<file path="config.mk">
export PLATFORM = sky130hd
export DESIGN_NAME = mem_stage
export DESIGN_NICKNAME = d
export VERILOG_FILES = /design/src/rtl/mem_stage.sv
export SDC_FILE = /design/constraint.sdc
export NUM_CORES = 1
export LEC_CHECK = 0
export BUFFER_PORTS_ARGS = -buffer_cell sky130_fd_sc_hd__buf_2
export CORE_MARGIN = 2
export CORE_UTILIZATION = 40
export CTS_CLUSTER_DIAMETER = 60
export CTS_CLUSTER_SIZE = 8
export DETAILED_ROUTE_END_ITERATION = 16
export PLACE_DENSITY = 0.67
export RECOVER_POWER = 25
export SKIP_LAST_GASP = 1
export SYNTH_ARGS = -nofsm -noshare
export SYNTH_HDL_FRONTEND = slang
export SYNTH_SLANG_ARGS = --single-unit
</file>
<file path="constraint.sdc">
create_clock -name clk -period 4.5 [get_ports clk]
set_input_delay 0.225 -clock clk [delete_from_list [all_inputs] [get_ports clk]]
set_output_delay 0.225 -clock clk [all_outputs]
set_load 0.01 [all_outputs]
</file>
<file path="src/rtl/mem_stage.sv">
// Memory-access stage with MEM/WB register and request/acknowledge data-memory port.
// Optional sub-word (byte/halfword) access support is enabled by defining MEM_STAGE_SUBWORD_EN.
module mem_stage #(
    parameter int TIMEOUT_CYCLES = 255
) (
    input  logic        clk,
    input  logic        rst_n,
    input  logic        in_valid,
    input  logic [1:0]  M_control,
    input  logic [1:0]  WB_control_in,
    input  logic [31:0] alu_result_in,
    input  logic [31:0] store_data,
    input  logic [4:0]  write_reg_in,
    input  logic [1:0]  mem_size,
    input  logic        mem_unsigned,
    output logic        mem_stall,
    output logic        dmem_req,
    output logic        dmem_we,
    output logic [31:0] dmem_addr,
    output logic [31:0] dmem_wdata,
    output logic [3:0]  dmem_be,
    input  logic        dmem_ack,
    input  logic [31:0] dmem_rdata,
    input  logic        mem_fault_clr,
    output logic        mem_fault,
    output logic        out_valid,
    output logic [1:0]  WB_control,
    output logic [31:0] read_data,
    output logic [31:0] alu_result,
    output logic [4:0]  write_reg
);

    typedef enum logic {
        ST_IDLE = 1'b0,
        ST_WAIT = 1'b1
    } state_t;

    localparam logic [7:0] LP_CNT_LAST = 8'(TIMEOUT_CYCLES - 1);

    state_t      r_state;
    state_t      w_state_nx;
    logic [7:0]  r_cnt;
    logic [7:0]  w_cnt_nx;

    logic        r_req, r_we, r_fault, r_out_valid;
    logic [31:0] r_addr, r_wdata, r_read_data, r_alu;
    logic [3:0]  r_be;
    logic [1:0]  r_wb;
    logic [4:0]  r_wreg;

    logic        w_req_nx, w_we_nx, w_fault_nx, w_out_valid_nx;
    logic [31:0] w_addr_nx, w_wdata_nx, w_read_data_nx, w_alu_nx;
    logic [3:0]  w_be_nx;
    logic [1:0]  w_wb_nx;
    logic [4:0]  w_wreg_nx;

    // Instruction held while its access is outstanding
    logic [1:0]  r_pend_wb, w_pend_wb_nx;
    logic [4:0]  r_pend_wreg, w_pend_wreg_nx;
    logic [31:0] r_pend_alu, w_pend_alu_nx;
    logic        r_pend_load, w_pend_load_nx;
    logic [1:0]  r_pend_size, w_pend_size_nx;
    logic        r_pend_uns, w_pend_uns_nx;

    logic        w_mem_op, w_misaligned, w_fault_set, w_stall;
    logic [3:0]  w_be;
    logic [31:0] w_wdata, w_load_data;

    assign w_mem_op = (M_control != 2'b00);

`ifdef MEM_STAGE_SUBWORD_EN
    function automatic logic f_misaligned(input logic [1:0] size, input logic [1:0] lane);
        logic bad;
        case (size)
            2'b00:   bad = 1'b0;
            2'b01:   bad = lane[0];
            default: bad = (lane != 2'b00);
        endcase
        return bad;
    endfunction

    function automatic logic [3:0] f_store_be(input logic [1:0] size, input logic [1:0] lane);
        logic [3:0] be;
        case (size)
            2'b00:   be = 4'b0001 << lane;
            2'b01:   be = 4'b0011 << lane;
            default: be = 4'b1111;
        endcase
        return be;
    endfunction

    function automatic logic [31:0] f_store_data(input logic [1:0] size, input logic [31:0] d);
        logic [31:0] w;
        case (size)
            2'b00:   w = {4{d[7:0]}};
            2'b01:   w = {2{d[15:0]}};
            default: w = d;
        endcase
        return w;
    endfunction

    function automatic logic [31:0] f_load_data(input logic [1:0] size, input logic uns,
                                                input logic [1:0] lane, input logic [31:0] rd);
        logic [31:0] sh;
        logic [31:0] res;
        sh = rd >> {lane, 3'b000};
        case (size)
            2'b00:   res = uns ? {24'd0, sh[7:0]} : {{24{sh[7]}}, sh[7:0]};
            2'b01:   res = uns ? {16'd0, sh[15:0]} : {{16{sh[15]}}, sh[15:0]};
            default: res = rd;
        endcase
        return res;
    endfunction

    assign w_misaligned = f_misaligned(mem_size, alu_result_in[1:0]);
    assign w_be         = f_store_be(mem_size, alu_result_in[1:0]);
    assign w_wdata      = f_store_data(mem_size, store_data);
    assign w_load_data  = f_load_data(r_pend_size, r_pend_uns, r_pend_alu[1:0], dmem_rdata);
`else
    logic w_unused;
    assign w_misaligned = (alu_result_in[1:0] != 2'b00);
    assign w_be         = 4'b1111;
    assign w_wdata      = store_data;
    assign w_load_data  = dmem_rdata;
    assign w_unused     = ^{mem_size, mem_unsigned, r_pend_size, r_pend_uns};
`endif

    // Next-state, next MEM/WB contents and memory-port control
    always_comb begin
        w_state_nx     = r_state;
        w_cnt_nx       = r_cnt;
        w_req_nx       = r_req;
        w_we_nx        = r_we;
        w_addr_nx      = r_addr;
        w_wdata_nx     = r_wdata;
        w_be_nx        = r_be;
        w_out_valid_nx = 1'b0;
        w_wb_nx        = 2'b00;
        w_read_data_nx = 32'd0;
        w_alu_nx       = 32'd0;
        w_wreg_nx      = 5'd0;
        w_pend_wb_nx   = r_pend_wb;
        w_pend_wreg_nx = r_pend_wreg;
        w_pend_alu_nx  = r_pend_alu;
        w_pend_load_nx = r_pend_load;
        w_pend_size_nx = r_pend_size;
        w_pend_uns_nx  = r_pend_uns;
        w_fault_set    = 1'b0;
        w_stall        = 1'b0;
        case (r_state)
            ST_IDLE: begin
                if (in_valid && !w_mem_op) begin
                    w_out_valid_nx = 1'b1;
                    w_wb_nx        = WB_control_in;
                    w_alu_nx       = alu_result_in;
                    w_wreg_nx      = write_reg_in;
                end else if (in_valid && w_misaligned) begin
                    w_fault_set = 1'b1;
                end else if (in_valid) begin
                    w_stall        = 1'b1;
                    w_state_nx     = ST_WAIT;
                    w_cnt_nx       = 8'd0;
                    w_req_nx       = 1'b1;
                    w_we_nx        = M_control[1] && !M_control[0];
                    w_addr_nx      = {alu_result_in[31:2], 2'b00};
                    w_wdata_nx     = w_wdata;
                    w_be_nx        = w_be;
                    w_pend_wb_nx   = WB_control_in;
                    w_pend_wreg_nx = write_reg_in;
                    w_pend_alu_nx  = alu_result_in;
                    w_pend_load_nx = M_control[0];
                    w_pend_size_nx = mem_size;
                    w_pend_uns_nx  = mem_unsigned;
                end else begin
                    w_state_nx = ST_IDLE;
                end
            end
            ST_WAIT: begin
                if (dmem_ack) begin
                    w_out_valid_nx = 1'b1;
                    w_wb_nx        = r_pend_wb;
                    w_alu_nx       = r_pend_alu;
                    w_wreg_nx      = r_pend_wreg;
                    w_read_data_nx = r_pend_load ? w_load_data : 32'd0;
                end else if (r_cnt == LP_CNT_LAST) begin
                    w_fault_set = 1'b1;
                end else begin
                    w_stall  = 1'b1;
                    w_cnt_nx = r_cnt + 8'd1;
                end
                if (dmem_ack || (r_cnt == LP_CNT_LAST)) begin
                    w_state_nx = ST_IDLE;
                    w_req_nx   = 1'b0;
                    w_we_nx    = 1'b0;
                    w_addr_nx  = 32'd0;
                    w_wdata_nx = 32'd0;
                    w_be_nx    = 4'b0000;
                end else begin
                    w_state_nx = ST_WAIT;
                end
            end
            default: begin
                w_state_nx = ST_IDLE;
            end
        endcase
        if (w_fault_set) begin
            w_fault_nx = 1'b1;
        end else if (mem_fault_clr) begin
            w_fault_nx = 1'b0;
        end else begin
            w_fault_nx = r_fault;
        end
    end

    // FSM state register and timeout counter
    always_ff @(posedge clk or negedge rst_n) begin
        if (!rst_n) begin
            r_state <= ST_IDLE;
            r_cnt   <= 8'd0;
        end else begin
            r_state <= w_state_nx;
            r_cnt   <= w_cnt_nx;
        end
    end

    // Memory-port, fault flag and MEM/WB pipeline registers
    always_ff @(posedge clk or negedge rst_n) begin
        if (!rst_n) begin
            r_req       <= 1'b0;
            r_we        <= 1'b0;
            r_addr      <= 32'd0;
            r_wdata     <= 32'd0;
            r_be        <= 4'b0000;
            r_fault     <= 1'b0;
            r_out_valid <= 1'b0;
            r_wb        <= 2'b00;
            r_read_data <= 32'd0;
            r_alu       <= 32'd0;
            r_wreg      <= 5'd0;
            r_pend_wb   <= 2'b00;
            r_pend_wreg <= 5'd0;
            r_pend_alu  <= 32'd0;
            r_pend_load <= 1'b0;
            r_pend_size <= 2'b00;
            r_pend_uns  <= 1'b0;
        end else begin
            r_req       <= w_req_nx;
            r_we        <= w_we_nx;
            r_addr      <= w_addr_nx;
            r_wdata     <= w_wdata_nx;
            r_be        <= w_be_nx;
            r_fault     <= w_fault_nx;
            r_out_valid <= w_out_valid_nx;
            r_wb        <= w_wb_nx;
            r_read_data <= w_read_data_nx;
            r_alu       <= w_alu_nx;
            r_wreg      <= w_wreg_nx;
            r_pend_wb   <= w_pend_wb_nx;
            r_pend_wreg <= w_pend_wreg_nx;
            r_pend_alu  <= w_pend_alu_nx;
            r_pend_load <= w_pend_load_nx;
            r_pend_size <= w_pend_size_nx;
            r_pend_uns  <= w_pend_uns_nx;
        end
    end

    // Stall is forced low during reset so every output reads zero
    assign mem_stall  = w_stall && rst_n;
    assign dmem_req   = r_req;
    assign dmem_we    = r_we;
    assign dmem_addr  = r_addr;
    assign dmem_wdata = r_wdata;
    assign dmem_be    = r_be;
    assign mem_fault  = r_fault;
    assign out_valid  = r_out_valid;
    assign WB_control = r_wb;
    assign read_data  = r_read_data;
    assign alu_result = r_alu;
    assign write_reg  = r_wreg;

endmodule

</file>
Word-level counts from Yosys, hierarchy flattened
Index checks and enable logic that the tools add are counted.
{ "totals": {"reg_bits": 192, "latch_bits": 0, "ram_bits": 0, "romBits": 0, "inputBits": 113, "output_inout_bits": 144, "elab_cells": 100, "mem_count": 0} }
{ "op_classes": {"addsub": 1, "n_mul": 0, "div_mod_pow": 0, "order_cmp": 0, "n_eq_ne": 7, "shift": 0, "mux": 59, "bitwise": 3, "reduce_logical": 13} }
{ "ops": {"columns": ["op", "count"], "rows": [
  ["2-to-1 mux 32 bit", 12],
  ["case mux 32 bit (2 select lines)", 3],
  ["2-to-1 mux 8 bit", 5],
  ["2-to-1 mux 1 bit", 21],
  ["2-to-1 mux 4 bit", 4],
  ["case mux 8 bit (2 select lines)", 1],
  ["case mux 1 bit (2 select lines)", 6],
  ["2-to-1 mux 5 bit", 2],
  ["!= test 2 bit (second input constant)", 5],
  ["case mux 5 bit (2 select lines)", 1],
  ["adder 8 x 1 -> 8 bit (second input constant)", 1],
  ["== test 8 bit (second input constant)", 1],
  ["case mux 4 bit (2 select lines)", 1],
  ["AND reduction 4 bit", 2],
  ["nonzero test 2 bit", 3],
  ["AND reduction 5 bit", 1],
  ["logical AND 1 bit", 4],
  ["2-to-1 mux 2 bit", 2],
  ["case mux 2 bit (2 select lines)", 1],
  ["NOT 1 bit", 3],
  ["zero test 1 bit", 2],
  ["!= test 2 x 1 -> 1 bit (second input constant)", 1],
  ["logical OR 1 bit", 1]
]} }

Depth between registers and ports, before layout
Gate-level depths: netlist (run 1).
{ "logic_depth": {"word_depth": 6, "depth_mapped": 7, "ltp_nobuf": 6} }

Worst setup path before layout (run 1)
OpenSTA, ideal clock, no wires.
{ "synth_path": {"path_type": "register to register", "start": "reg r_cnt[0]", "end": "reg r_wdata[23], in the netlist dmem_wdata[23]", "setup_time_ns": 0.121, "arrival_ns": 1.471, "required_ns": 4.379, "path_slack_ns": 2.908, "path_stages_with_launch": 8, "path_buffers": 1, "synth_period_minus_slack_ns": 1.592, "cell_sequence": "dfrtp_1 -> inv_1 -> ha_1 -> nand3_1 -> o21ai_4 -> o21ai_4 -> buf_6 -> a22o_1"} }
{ "synth_via": {"elab_chain_cells": 4} }
{ "synth_lines": {"columns": ["item", "line_no", "rtl"], "rows": [
  ["from (decl)", "42", "logic [7:0] r_cnt;"],
  ["from (signal assigned)", "222", "r_cnt <= w_cnt_nx;"],
  ["== test 8 bit", "191", "if (dmem_ack || (r_cnt == LP_CNT_LAST)) begin"],
  ["logical OR 1 bit", "191", null],
  ["!= test 2 x 1 -> 1 bit (no line)", null, null],
  ["AND reduction 4 bit (no line)", null, null],
  ["to (signal assigned)", "250", "r_wdata <= w_wdata_nx;"],
  ["to (decl)", "46", "logic [31:0] r_addr, r_wdata, r_read_data, r_alu;"]
]} }
No other way between the ends.
A chain may end at the register's enable or synchronous reset.

Worst setup path in the final report (run 1)
{ "layout_path": {"start": "reg r_state", "end": "out mem_stall"} }
{ "layout_via": {"elab_chain_cells": 3} }
{ "layout_lines": {"columns": ["item", "line_no", "rtl"], "rows": [
  ["from (decl)", "40", "state_t r_state;"],
  ["from (signal assigned)", "221", "r_state <= w_state_nx;"],
  ["NOT 1 bit (no line)", null, null],
  ["case mux 1 bit (2 select lines) (*)", "150", "case (r_state)"],
  ["logical AND 1 bit (*)", "268", "assign mem_stall = w_stall && rst_n;"],
  ["to (decl)", "16", "output logic mem_stall,"]
]} }
Every way passes the cells marked *; elsewhere a longest branch is shown, timed or not.

==> results of run 1 <==
-- logic make-up (layout without fill, tap and decap cells) --
family | count (synthesis) | count (layout) | synth area share [%]
buffers and inverters | 42 | 294 | 3.74
and+or+nand+nor | 67 | 67 | 6.09
AOI/OAI and AO/OA | 119 | 119 | 15.1
adders and majority gates | 2 | 2 | 0.367
DFF | 186 | 186 | 68.2
muxes | 39 | 39 | 6.40
other | 1 | 3 | 0.0550
-- worst paths after layout --
check | start | endpoint | slack [ps]
min in group asynchronous | rst_n | dmem_addr[27] | 440
max reg2reg | r_state | r_pend_alu[15] | 2230
min reg2reg | r_pend_alu[1] | r_pend_alu[1] | 490
max in group asynchronous | rst_n | r_pend_wb[1] | 3000
min | store_data[3] | dmem_wdata[3] | 20
max | r_state | mem_stall | 1920
-- power by group --
part / switching [W] / total, W / internal, W
logic: 0.000260 / 0.000501 / 0.000241
clock network: 0.000657 / 0.00152 / 0.000863
registers: 0.000116 / 0.00197 / 0.00185
total: 0.00103 / 0.00399 / 0.00296
-- cell type report --
type | instances | share of cell area, %
Timing Repair Buffer | 258 | 14.1
Tap cell | 220 | 3.16
Clock inverter | 13 | 1.76
Clock buffer | 19 | 5.19
Inverter | 4 | 0.172
Sequential cell | 186 | 53.4
Multi-Input combinational cell | 229 | 22.2
Antenna cell | 1 | 0.0287
-- what timing repair did --
| item | in CTS | in global routing |
|---|---|---|
| endpoints found under the setup margin | 0 | 0 |
| endpoints found under the hold margin | 97 | 0 |
| hold buffers | 1 | 0 |
-- routing by layer --
layer / up-vias / part of all wire, % / track usage (%)
li1: 2170 / - / -
met1: 2336 / 41 / 21.8
met2: 198 / 50 / 30.8
met3: 20 / 7.2 / 4.88
met4: 0 / 1.8 / 6.61
met5: - / 0 / 0
-- cells in the final DEF, fill, tap and decap left out, types with 2 or more instances in the layout --
cell	netlist	layout
clkbuf_8	0	2
o31ai_1	2	2
and2_1	3	3
dfrtp_1	186	186
buf_2	15	159
a22o_1	98	98
a22o_2	2	2
inv_1	4	4
nand3_1	8	7
mux2_2	37	37
ha_1	2	2
conb_1	1	2
inv_6	0	5
and3_1	33	33
o311ai_0	2	2
nand2_1	8	8
or2_2	2	2
clkinv_4	0	3
a21oi_1	2	2
o21ai_0	3	3
mux2i_1	2	2
o21ai_4	2	2
bufinv_16	0	2
buf_12	0	2
nor2_1	4	3
clkbuf_16	0	17
clkbuf_1	9	91
buf_4	7	4
-- metrics by stage --
step | cells | instance area [um2] | worst slack [ps] | total power [W]
4_1_cts | 929 | 8830 | 1840 | 0.00405
6_report | 930 | 8720 | 1920 | 0.00399
3_5_place_dp | 896 | 8210 | 2190 | 0.00252
5_1_grt | 929 | 8720 | 1740 | 0.00419
2_1_floorplan | 457 | 6830 | 2910 | 0.00227
3_3_place_gp | 896 | 8210 | 2230 | 0.00250
==> results.yml, run 1 <==
clocking:
  cts_resized: 0
  root_buffer: "clkbuf_16"
  clk_pin_slew_ps: 70
  cts_max_level: 4
  setup_bufs_post_cts: 0
  cts_tree: "done"
  cts-buffers-inserted: 17
  clkLatencyLatePin_ps: 420
  cts.sinks: 186
  clk_path_buf_depth: 2
synthesis:
  synth_commonest_cells: "dfrtp_1 (186), a22o_1 (98), mux2_2 (37), and3_1 (33), buf_2 (15)"
  synth_cells: 456
  synth_cell_type_count: 40
  synth_top_cells_by_area: "dfrtp_1 (68%), a22o_1 (13%), mux2_2 (6.1%)"
  synth_top_cell_area_share_pct: 68.2
  asyncSetResetFlopFracSynth_pct: 100
  yosysWarningCount: 0
  synth.yosys.seq_area_share_pct: 68.2
  syn_area_mm2: 0.00682
  synth_enable_flop_cells: 0
  synth_register_bits: 186
  yosys.area.top_type: "dfrtp_1"
  ys_dominant_reg_cell: "dfrtp_1"
  yosysMostFrequentCell: "dfrtp_1"
  syn_avg_cell_area_um2: 15.0
timing:
  timing.clock.skew_ps: 8.37
  final.setup.tns_ps: 0
  worstMarginPinSlew_ps: 1090
  hold_viol: 0
  min_period_ps: 2580
  max_freq_mhz: 388
  fin_hold_ws_ps: 21.1
  rsz0062_at_grt: "no"
  slew-limit-headroom_pct: 26.8
  setup_violations: 0
  maxSlewViolCount: 0
  timing.final.crit_share_pct: 57.3
detailed_routing:
  drt-total-wl_mm: 15.9
  routed_wire_length_per_instance_um: 17.1
  remaining_drc_errors: 0
  drtPass1Iterations: 4
  via_per_inst: 5.08
  remaining_number_of_nets_flagged_by_the_antenna_check_after_routing: 0
  drt_first_iter_violations: 224
  vias: 4724
worst_setup_path:
  critical_path.startpoint_type: "flop"
  cp-end-kind: "output port"
  worst-path-stages: 5
  critical-path-top-delay-family: "simple AND/OR/NAND/NOR gates"
  worst_r2r_path_depth: 4
  worst-path-buf-inv: 1
  critPathMaxFanout: 33
  slowest_stage_cell_on_the_critical_path: "nand3_2"
  timing.critical_path.cells: "nor2b_1, nand3_2, nand2_1, and2_1, buf_2"
  timing.setup.critical_path_class: "reg2out"
  timing.critical_path.required_ps: 4280
  crit_arrival_ps: 2350
  slowest_stage_delay_on_critical_path_ps: 640
run_status:
  result_of_the_run: "completed"
floorplan:
  floorplan.die.height_um: 135
  number_of_rows_created_at_floorplan: 47
  floorplan.initialDensity_pct: 41.0
  floorplan.io_pins: 257
  core_mm2: 0.0166
  chipWidth_um: 135
  die-area_mm2: 0.0181
placed_design:
  hpwl_mm: 11.0
  place_congestion: 0.775
  count_of_buffers_from_port_buffering: 251
power_and_ir_drop:
  leakagePower_nw: 4.50
  power.density_mw_per_mm2: 458
  vdd_drop_max_uv: 246
cells_and_area:
  final_util_pct: 52.4
  areaGrowthSynthToFinish_pct: 27.8
  drive_above_1_share_pct: 34.8
  num-nets-final: 811
  multi_input_comb_area_mm2: 0.00194
  layout.filler_cells: 1445
  ff_latch_area_mm2: 0.00465
global_route:
  antenna_found_initial: 1
  grt-ovfl-total: 0
  wire_length_of_the_first_global_routing_pass_mm: 25.2
  grt_start_max_net_pins: 100
  first_global_vias: 4843
  grt_usage_pct: 18.0
worst_hold_path:
  hold_path_class: "in2reg"
  whs_path_depth: 2
run:
  max_cap_viol_count: 0
No activity file was read; power rests on OpenSTA's default activity.
==> run 2: changes to the inputs <==
--- a/config.mk
+++ b/config.mk
@@ -5,6 +5,7 @@
 export SDC_FILE = /design/constraint.sdc
 export NUM_CORES = 1
 export LEC_CHECK = 0
+export ABC_AREA = 1
 export BUFFER_PORTS_ARGS = -buffer_cell sky130_fd_sc_hd__buf_2
 export CORE_MARGIN = 2
 export CORE_UTILIZATION = 40
==> constraint.sdc (replaced) <==
create_clock -name clk -period 2.5 [get_ports clk]
set_input_delay 0.125 -clock clk [delete_from_list [all_inputs] [get_ports clk]]
set_output_delay 0.125 -clock clk [all_outputs]
set_load 0.01 [all_outputs]
==> results.yml, run 2 <==
run_status:
  result_of_the_run: "completed"
global_route:
  grt_start_max_net_pins: 107
  wire_length_of_the_first_global_routing_pass_mm: 29.7
  grt-ovfl-total: 0
  antenna_found_initial: 2
  grt_usage_pct: 20.2
  first_global_vias: 6040
placed_design:
  place_congestion: 0.758
  count_of_buffers_from_port_buffering: 251
  dp.cells: 1213
  hpwl_mm: 12.1
cells_and_area:
  most-common-layout-cells: "nand2_1 (299), buf_2 (210), dfrtp_1 (186)"
  layout.filler_cells: 1543
  layout.cells.most_common: "nand2_1"
  num-nets-final: 1228
  drive_above_1_share_pct: 23.4
  final_cells: 1352
  areaGrowthSynthToFinish_pct: 41.9
synthesis:
  synth_cells: 769
  synth_cell_type_count: 24
  yosysMostFrequentCell: "nand2_1"
  yosysWarningCount: 0
  synth_enable_flop_cells: 0
  yosys.area.top_type: "dfrtp_1"
  synth_top_cells_by_area: "dfrtp_1 (65%), nand2_1 (16%), nand3_1 (5.7%)"
  synth_register_bits: 186
  syn_area_mm2: 0.00716
  asyncSetResetFlopFracSynth_pct: 100
  ys_dominant_reg_cell: "dfrtp_1"
  syn_avg_cell_area_um2: 9.31
  synth_top_cell_area_share_pct: 65.0
  synth_commonest_cells: "nand2_1 (299), dfrtp_1 (186), nand3_1 (81), inv_1 (53), o21ai_0 (47)"
  synth.yosys.seq_area_share_pct: 65.0
detailed_routing:
  routed_wire_length_per_instance_um: 14.3
  drt_first_iter_violations: 260
  remaining_drc_errors: 0
  drtPass1Iterations: 4
  via_per_inst: 4.63
  remaining_number_of_nets_flagged_by_the_antenna_check_after_routing: 0
  vias: 6263
  drt-total-wl_mm: 19.4
clocking:
  cts-buffers-inserted: 17
  cts_max_level: 4
  clk_path_buf_depth: 2
  cts_resized: 0
  clkLatencyLatePin_ps: 420
  setup_bufs_post_cts: 0
  clk_pin_slew_ps: 70
  post_cts_hold_buffer_count: 106
  cts_tree: "done"
  cts.sinks: 186
  root_buffer: "clkbuf_16"
timing:
  rsz0062_at_grt: "no"
  timing.clock.skew_ps: 11.8
  final.setup.tns_ps: 0
  max_freq_mhz: 484
  slew-limit-headroom_pct: 3.45
  maxSlewViolCount: 0
  timing.final.crit_share_pct: 82.6
  worstMarginPinSlew_ps: 1450
  min_period_ps: 2070
  hold_viol: 0
  setup_violations: 0
power_and_ir_drop:
  total_switching_power_w: 0.00196
  share_comb_of_total_power_pct: 14.4
  vdd_drop_max_uv: 447
  leakagePower_nw: 5.82
  internal_power_consumption_w: 0.00521
  switching_share_of_total_power_pct: 27.3
  register_share_of_total_power_pct: 48.4
  power.density_mw_per_mm2: 706
  p_clk_share_pct: 37.2
worst_setup_path:
  timing.setup.critical_path_class: "reg2reg"
  critPathMaxFanout: 64
  worst_r2r_path_depth: 9
  cp-startpoint: "r_cnt[0]"
  reg2reg_slack_ps: 430
  timing.critical_path.required_ps: 2790
  critical_path.startpoint_type: "flop"
  startpoint_of_the_most_critical_register_to_register_path: "r_cnt[0]"
  crit_arrival_ps: 2360
  cp-end-kind: "flop"
worst_hold_path:
  hold_start: "alu_result_in[1]"
  whs_path_depth: 3
  hold_path_class: "in2reg"
floorplan:
  die-area_mm2: 0.0190
  chipWidth_um: 138
  floorplan.io_pins: 257
  floorplan.initialDensity_pct: 41.1
  floorplan.die.height_um: 138
  core_mm2: 0.0174
  number_of_rows_created_at_floorplan: 48
run:
  max_cap_viol_count: 0
-- run 2: cell count changes in the layout (fill, tap and decap cells not counted), sizes merged, moves of 3 or more --
cell	previous run	this run
nand2	8	302
dlygate4sd3	1	106
a22o	100	0
nand3	8	81
buf	166	221
inv	10	60
clkbuf	110	61
o21ai	5	47
mux2	37	0
nor2	4	40
and3	34	0
and2	3	0
clkinv	4	7
-- run 2: area by class of cell --
type	instances	area (um2)	share of cell area [%]
inverters	56	210	2.07
diodes	1	2.50	0.0246
clock buffers	19	453	4.46
flip-flops and latches	186	4650	45.8
repair buffers	369	2380	23.4
clock inverters	13	139	1.37
multi-input cells	483	2040	20.1
well taps	225	282	2.77
-- run 2: power by group through the flow --
stage | Sequential [W] | Combinational (W) | Clock (W)
final | 0.00347 | 0.00104 | 0.00267
after global routing | 0.00351 | 0.00118 | 0.00285
after CTS | 0.00347 | 0.00106 | 0.00274
after detailed placement | 0.00352 | 0.000925 | 0
after global placement | 0.00351 | 0.000912 | 0
after floorplan | 0.00359 | 0.000409 | 0
-- run 2: routing by layer --
metal  wire (um)  global-route usage (%)
met1        8150                    24.5
met2        9510                    35.2
met3        1430                    5.33
met4         265                    6.18
met5           0                       0
-- run 2: logic make-up (layout without fill, tap and decap cells) --
logic type / after synthesis / in the layout / synth area share [%]
xor gates and xnor gates: 1 / 1 / 0.122
adders and majority gates: 2 / 2 / 0.349
other: 1 / 3 / 0.0524
buffers and inverters: 101 / 457 / 6.53
DFF: 186 / 186 / 65.0
and+or+nand+nor: 427 / 427 / 24.2
AOI/OAI and AO/OA: 51 / 51 / 3.72
-- run 2: path summary, 6_finish.rpt --
kind | endpoint
min in group asynchronous | dmem_addr[12]
min | alu_result[1]
max reg2reg | dmem_wdata[22]
max | dmem_wdata[22]
max in group asynchronous | r_pend_alu[15]
min reg2reg | dmem_wdata[17]
-- run 2: worst max-delay path, stage by stage, from the launching register on --
cell and delay, ps:
dfrtp_1 410, inv_1 80, ha_1 140, nand2_1 50, nor2_1 160, nand2_1 110, nand2_2 210, nand2_4 450
nand2_1 190, nand2_1 100
-- run 2: metrics by stage --
| stage | setup WS (ps) | hold slack (ps) | power, W | utilization, % | area, um2 |
|---|---|---|---|---|---|
| CTS | 428 | 14.8 | 0.00726 | 58.7 | 10200 |
| global placement | 508 | 14.9 | 0.00442 | 49.2 | 8570 |
| finish | 435 | 29.6 | 0.00717 | 58.3 | 10200 |
| floorplan | 1060 | -171 | 0.00400 | - | 7160 |
| global route | 224 | 37.8 | 0.00754 | 58.3 | 10200 |
| detailed placement | 466 | 15.2 | 0.00445 | 49.2 | 8570 |
